<file path="src/rtl/ram_stream_master_pkg.sv">
//------------------------------------------------------------------------------
// Module   : ram_stream_master_pkg
// Brief    : Shared state encoding, mode constants and default widths.
// Revision : 1.0 - initial release
//------------------------------------------------------------------------------
`default_nettype none

package ram_stream_master_pkg;

    localparam int DEF_ADDR_W = 12;
    localparam int DEF_CNT_W  = 13;

    localparam logic MODE_LOAD = 1'b0;
    localparam logic MODE_DUMP = 1'b1;

    typedef enum logic [3:0] {
        ST_IDLE    = 4'd0,
        ST_LD_HI   = 4'd1,
        ST_LD_LO   = 4'd2,
        ST_LD_WR   = 4'd3,
        ST_RD_REQ  = 4'd4,
        ST_RD_WAIT = 4'd5,
        ST_DP_HI   = 4'd6,
        ST_DP_LO   = 4'd7,
        ST_DONE    = 4'd8
    } state_t;

endpackage

`default_nettype wire

</file>
<file path="src/rtl/ram_stream_master_byte_word_pack.sv">
//------------------------------------------------------------------------------
// Module   : byte_word_pack
// Brief    : Byte<->word serializer: word register, byte select, checksum.
// Revision : 1.0 - initial release
//------------------------------------------------------------------------------
`default_nettype none

module byte_word_pack (
    input  logic        clk,
    input  logic        reset,
    input  logic        clr_sum,
    input  logic        wr_hi,
    input  logic        wr_lo,
    input  logic [7:0]  byte_in,
    input  logic        cap,
    input  logic [15:0] cap_data,
    input  logic        add_word,
    input  logic        sel_hi,
    output logic [15:0] word_next,
    output logic [7:0]  byte_out,
    output logic [15:0] sum
);

    logic [15:0] r_word;
    logic [15:0] r_sum;

    always_ff @(posedge clk) begin
        if (reset) begin
            r_word <= 16'h0000;
            r_sum  <= 16'h0000;
        end else begin
            if (wr_hi)
                r_word[15:8] <= byte_in;
            if (wr_lo)
                r_word[7:0] <= byte_in;
            if (cap)
                r_word <= cap_data;

            if (clr_sum)
                r_sum <= 16'h0000;
            else if (add_word)
                r_sum <= r_sum + r_word;
            else if (cap)
                r_sum <= r_sum + cap_data;
        end
    end

    // Word as it will be after this cycle's low-byte handshake, so the
    // write data register can be loaded on the same edge.
    always_comb begin
        word_next = r_word;
        if (wr_lo)
            word_next = {r_word[15:8], byte_in};
    end

    assign byte_out = sel_hi ? r_word[15:8] : r_word[7:0];
    assign sum      = r_sum;

endmodule

`default_nettype wire

</file>
<file path="src/rtl/ram_stream_master.sv">
//------------------------------------------------------------------------------
// Module   : ram_stream_master
// Brief    : Streams bytes into / out of a 4K x 16 synchronous RAM port.
// Revision : 1.0 - initial release
//------------------------------------------------------------------------------
`default_nettype none

module ram_stream_master
    import ram_stream_master_pkg::*;
#(
    parameter int ADDR_W = DEF_ADDR_W,
    parameter int CNT_W  = DEF_CNT_W
) (
    input  logic              clk,
    input  logic              reset,
    input  logic              start,
    input  logic              mode,
    input  logic [ADDR_W-1:0] base_addr,
    input  logic [CNT_W-1:0]  word_count,
    input  logic [7:0]        in_data,
    input  logic              in_valid,
    output logic              in_ready,
    output logic [7:0]        out_data,
    output logic              out_valid,
    input  logic              out_ready,
    output logic              busy,
    output logic              done,
    output logic [15:0]       checksum,
    output logic [ADDR_W-1:0] ram_address,
    output logic [15:0]       ram_din,
    input  logic [15:0]       ram_dout,
    output logic              ram_rnw,
    output logic              ram_cs_b
);

    state_t            r_state;
    state_t            w_next;
    logic [ADDR_W-1:0] r_addr;
    logic [CNT_W-1:0]  r_cnt;
    logic              r_cs_b;
    logic              r_rnw;
    logic [ADDR_W-1:0] r_ram_address;
    logic [15:0]       r_ram_din;

    logic              w_start_acc;
    logic              w_wr_hi;
    logic              w_wr_lo;
    logic              w_sel_hi;
    logic [ADDR_W-1:0] w_acc_addr;
    logic [15:0]       w_word_next;
    logic [7:0]        w_byte;

    always_ff @(posedge clk) begin
        if (reset)
            r_state <= ST_IDLE;
        else
            r_state <= w_next;
    end

    always_comb begin
        w_next = r_state;
        case (r_state)
            ST_IDLE: begin
                if (start) begin
                    if (word_count == '0)
                        w_next = ST_DONE;
                    else if (mode == MODE_LOAD)
                        w_next = ST_LD_HI;
                    else
                        w_next = ST_RD_REQ;
                end
            end
            ST_LD_HI:   if (in_valid) w_next = ST_LD_LO;
            ST_LD_LO:   if (in_valid) w_next = ST_LD_WR;
            ST_LD_WR:   w_next = (r_cnt == CNT_W'(1)) ? ST_DONE : ST_LD_HI;
            ST_RD_REQ:  w_next = ST_RD_WAIT;
            ST_RD_WAIT: w_next = ST_DP_HI;
            ST_DP_HI:   if (out_ready) w_next = ST_DP_LO;
            ST_DP_LO: begin
                if (out_ready)
                    w_next = (r_cnt == '0) ? ST_DONE : ST_RD_REQ;
            end
            ST_DONE:    w_next = ST_IDLE;
            default:    w_next = ST_IDLE;
        endcase
    end

    always_comb begin
        in_ready  = (r_state == ST_LD_HI) || (r_state == ST_LD_LO);
        out_valid = (r_state == ST_DP_HI) || (r_state == ST_DP_LO);
        busy      = (r_state != ST_IDLE) && (r_state != ST_DONE);
        done      = (r_state == ST_DONE);
        w_sel_hi  = (r_state == ST_DP_HI);
    end

    assign w_start_acc = (r_state == ST_IDLE) && start;
    assign w_wr_hi     = (r_state == ST_LD_HI) && in_valid;
    assign w_wr_lo     = (r_state == ST_LD_LO) && in_valid;
    // A read can be issued straight out of IDLE, before r_addr is loaded.
    assign w_acc_addr  = w_start_acc ? base_addr : r_addr;

    // RAM strobes are registered from the next state so they line up with
    // the LD_WR / RD_REQ cycles themselves.
    always_ff @(posedge clk) begin
        if (reset) begin
            r_addr        <= '0;
            r_cnt         <= '0;
            r_cs_b        <= 1'b1;
            r_rnw         <= 1'b1;
            r_ram_address <= '0;
            r_ram_din     <= 16'h0000;
        end else begin
            r_cs_b <= 1'b1;
            r_rnw  <= 1'b1;
            if (w_start_acc) begin
                r_addr <= base_addr;
                r_cnt  <= word_count;
            end
            if (w_next == ST_LD_WR) begin
                r_cs_b        <= 1'b0;
                r_rnw         <= 1'b0;
                r_ram_address <= w_acc_addr;
                r_ram_din     <= w_word_next;
            end
            if (w_next == ST_RD_REQ) begin
                r_cs_b        <= 1'b0;
                r_ram_address <= w_acc_addr;
            end
            if ((r_state == ST_LD_WR) || (r_state == ST_RD_WAIT)) begin
                r_addr <= r_addr + ADDR_W'(1);
                r_cnt  <= r_cnt - CNT_W'(1);
            end
        end
    end

    byte_word_pack u_pack (
        .clk       (clk),
        .reset     (reset),
        .clr_sum   (w_start_acc),
        .wr_hi     (w_wr_hi),
        .wr_lo     (w_wr_lo),
        .byte_in   (in_data),
        .cap       (r_state == ST_RD_WAIT),
        .cap_data  (ram_dout),
        .add_word  (r_state == ST_LD_WR),
        .sel_hi    (w_sel_hi),
        .word_next (w_word_next),
        .byte_out  (w_byte),
        .sum       (checksum)
    );

    assign out_data    = out_valid ? w_byte : 8'h00;
    assign ram_cs_b    = r_cs_b;
    assign ram_rnw     = r_rnw;
    assign ram_address = r_ram_address;
    assign ram_din     = r_ram_din;

endmodule

`default_nettype wire

</file>
<file path="config.mk">
export PLATFORM = sky130hd
export DESIGN_NAME = ram_stream_master
export DESIGN_NICKNAME = d
export VERILOG_FILES = /design/src/rtl/ram_stream_master_pkg.sv /design/src/rtl/ram_stream_master_byte_word_pack.sv /design/src/rtl/ram_stream_master.sv
export SDC_FILE = /design/constraint.sdc
export NUM_CORES = 1
export LEC_CHECK = 0
export CAP_MARGIN = 20
export CORE_MARGIN = 1.5
export CORE_UTILIZATION = 47
export CTS_BUF_LIST = sky130_fd_sc_hd__clkbuf_8
export DETAILED_ROUTE_END_ITERATION = 8
export MAX_ROUTING_LAYER = met4
export PLACE_DENSITY = 0.83
export SYNTH_ARGS = -nofsm -noshare
export SYNTH_HDL_FRONTEND = slang
export SYNTH_SLANG_ARGS = --single-unit
</file>
<file path="constraint.sdc">
create_clock -name clk -period 3.15 [get_ports clk]
set_input_delay 0.63 -clock clk [delete_from_list [all_inputs] [get_ports clk]]
set_output_delay 0.63 -clock clk [all_outputs]
set_load 0.02 [all_outputs]
</file>
==> summary.txt <==
Synth
  – Fraction of post-synthesis cell area in the top cell type by area: 36.1%
  – Syn nets: between 700 and 800
  – Synth Area per Inst: ~8 µm²
  – Sequential-to-total area share from yosys stat: between 30% and 40%
  – Number of enable-type register cells in the synthesized netlist: 0
  – Gate count of the mapped netlist: roughly 630
  – Cell taking the most area after synthesis: dfxtp_1
  – Share of synthesized registers carrying an async set or reset: 0%
  – Prevailing post-synth register cell: dfxtp_1
  – Warnings from Yosys: 0
  – Distinct cell type count after synthesis: between 50 and 60
  – Largest cells by area after synthesis: dfxtp_1 36%, nand2_1 7.8%, nor2_1 6.0%
  – Total of flip-flops plus latches after synthesis: between 90 and 100
  – Total standard cell area after synthesis: ~5000 µm²

Timing
  – Unrepaired setup endpoints after global routing: false
  – Relative slew margins: a little under three fifths
  – Final Max Tran Viols: 0
  – Fin crit share: between 90% and 100%
  – Worst-case setup margin in the final layout: 0.157 ns
  – Number of endpoints failing setup at the final stage: 0
  – Final Hold Fails: 0
  – Clock skew after layout: approximately 0.014 ns
  – Transition time at the pin with the least slew margin: between 0.6 and 0.7 ns
  – Minimum clock period after layout: between 2 and 3 ns
  – Highest clock frequency the design can meet: 334 MHz

GRT
  – Largest net degree at the start of global routing: 35
  – Via count of the first global-routing pass: between 4k and 5k
  – Overall track demand over capacity in global routing: 26.9%
  – Initial antenna violation count: 0
  – Wire length of the first global-routing pass: about 24000 µm
  – Final global-route overflow total: 0

Clock network
  – Maximum number of buffers from clock root to sink: 2
  – Number of buffers inserted during clock tree synthesis: 9
  – CTS tree: built
  – Maximum level of the CTS H-tree: 3
  – Clk slew on worst S/H paths: around 0.1 ns
  – Post CTS Setup Buffer Count: 0
  – Cell at the root of the clock tree: clkbuf_8
  – Count of clock tree sinks: 91
  – Clk_lat worst skew: around 0.36 ns
  – Quantity of hold-fixing buffers added after cts: 0

Die
  – Core Box Area: 10400 µm²
  – # IOs: between 100 and 150
  – Die Width: roughly 110 µm
  – Initial Util: around half
  – Area of the die: between 10000 and 15000 µm²
  – Height of the die: between 100 and 150 µm
  – Number of standard-cell rows in the floorplan: 37

Setup path
  – Terminus of the critical flop-to-flop path: u_pack.sum[15]
  – Source of the critical timing path: r_state[1]
  – Data required time at the worst endpoint: around 2.5 ns
  – Critical path peak fanout: 9
  – Worst setup path endpoint: out_data[6]
  – RR Startpoint: r_state[3]
  – Data arrival, critical path: 2.36 ns
  – Critical setup path kind: flip-flop to primary output
  – Worst R2R Setup Slack: 0.19 ns
  – Kind of end point of the critical path: primary output
  – Worst-case reg-to-reg path depth: 10
  – Worst setup SP type: flip-flop

Route
  – Via count: between 5k and 6k
  – Antenna Violating Nets Remaining: 0
  – Metal-1 WL: approximately 6300 µm
  – Detailed Route WL: 14800 µm
  – Met3 routed wirelength: around 1200 µm
  – Drt via density: around 5.9
  – Highest layer used for signal routing: met4
  – Detail-routed net length per standard cell: 16.8 µm
  – DRC violation total after the first TritonRoute iteration: between 300 and 400
  – Detailed-routing iteration count for the pre-antenna-repair pass: 8
  – Total met2 wirelength after detailed routing: around 7000 µm
  – Total DRC errors in the routed layout: 0

Power and ir drop
  – Overall power after layout: approximately 3.1 mW
  – Switching share of total power: about a third
  – Power per unit of standard cell area: 464 nW/µm²
  – Leak pwr: roughly 2.4 nW
  – Share of total power in combinational logic: between 20% and 30%
  – VDD IR-drop max: between 0.0002 and 0.0003 V
  – Clock network power share: 29.7%
  – Internal power component: a little over 2 mW
  – Switching power of the nets: roughly 1 mW
  – Sequential share of power: about 43%

Cells and area
  – Nets@finish: around 810
  – Layout cells sized above 1: 9.42%
  – Number of diodes added for antenna fixing: 0
  – Area delta synth->final: 30.7%
  – Leading cell type in the layout, fill and taps excluded: clkdlybuf4s50_1
  – Final instance count without filler cells: just under 900
  – Leading cell types in the layout, fill and taps excluded: 111 x clkdlybuf4s50_1, 105 x nand2_1, 91 x dfxtp_1, 81 x nor2_1, 54 x a21oi_1

Place
  – HPWL Detailed: 10600 µm
  – Number of cells after detailed placement: about 860
  – Weighted congestion at the end of routability-driven global placement: between 0.9 and 1
  – Number of buffers inserted by port buffering: around 110
  – Post-Place Worst Slack: -0.00156 ns

Job
  – Number of violations of the max-capacitance limit: 0

Hold path
  – Hold crit path type: flip-flop to flip-flop

Status
  – Result of the run: finished clean
==> per-layer routing <==
layer  track usage (%)  up-vias
met5                 -        -
li1                  -     2506
met2              44.5      259
met1              33.6     2415
met4              9.90        0
met3              3.92       27
==> cells in the mapped netlist, drive strengths merged, types with 2 or more instances <==
master,instances
nand2,105
and4,2
or3,6
a21o,4
o21ai,27
nand3b,4
o311ai,2
nor2,82
or4,2
nand4,6
ha,18
buf,15
clkbuf,22
a211oi,7
a222oi,8
nand3,20
a31oi,12
and3b,2
mux2,17
xnor2,8
nand2b,6
nor2b,3
xor2,3
a311oi,17
and3,7
a21oi,54
a221oi,4
o21a,7
dfxtp,91
o211ai,7
inv,10
o211a,2
mux2i,12
o2111ai,3
nor3b,2
nor4,9
or2,2
nor3,11
==> registers in the layout (all words and copies together) (netlist names) <==
signal,cells
ram_din,16
u_pack.r_word,16
u_pack.sum,16
r_cnt,13
r_addr,12
ram_address,12
r_state,4
ram_cs_b,1
ram_rnw,1
==> how the worst min path moves through the flow <==
stage                      startpoint          end  slack, ns  cells past startpoint
after CTS                 ram_din[12]  ram_din[12]       0.46                      2
after detailed placement  ram_din[15]  ram_din[15]       0.45                      2
after floorplan              r_cnt[8]     r_cnt[8]       0.45                      2
final                      ram_din[7]   ram_din[7]       0.46                      2
after global routing       ram_din[7]   ram_din[7]       0.48                      2
after global placement    ram_din[11]  ram_din[11]       0.45                      2
==> worst max-delay path, cell delays in order (launching register included) <==
cell and delay (ns):
dfxtp_1 0.34, buf_4 0.18, inv_1 0.11, nor2_1 0.19
nand2_1 0.27, nor2_1 0.27, clkdlybuf4s50_1 0.64
==> power by group through the flow <==
stage	combinational, mW	sequential, mW	clock [mW]
2_1_floorplan	0.472	1.38	0
3_3_place_gp	0.796	1.34	0
3_5_place_dp	0.815	1.35	0
4_1_cts	0.820	1.32	0.916
5_1_grt	0.901	1.34	0.962
6_report	0.826	1.32	0.908
==> kinds of logic (layout without fill, tap and decap cells) <==
logic type	after synthesis	after routing	share of synthesized area, %
compound gates	163	163	22.4
simple gates	271	271	24.5
mux	29	29	6.18
xor+xnor	11	11	1.91
flops	91	91	36.1
buf+inv	47	159	4.00
fa+ha+maj	19	19	4.87
==> area by class of cell <==
type / count / area, µm²
fill: 899 / 3780
multi-input combinational: 493 / 3040
sequential: 91 / 1820
timing repair buffer: 133 / 1290
tap: 136 / 170
clock buffer: 9 / 124
clock inverter: 7 / 101
inverter: 10 / 37.5
==> through the flow <==
stage	util (%)	hold WS (ns)	area, µm²	TNS [ns]
after floorplan	-	0.452	5050	0
after global placement	61.3	0.448	6350	0
after detailed placement	61.3	0.449	6350	-0.00156
after CTS	63.4	0.463	6580	0
after global routing	63.5	0.485	6590	0
final	63.5	0.464	6590	0
==> what timing repair did <==
item / CTS / global route
gates resized for setup: 0 / 1
setup endpoints to repair: 0 / 1
hold endpoints to repair: 0 / 0
No activity file was read; power rests on OpenSTA's default activity.
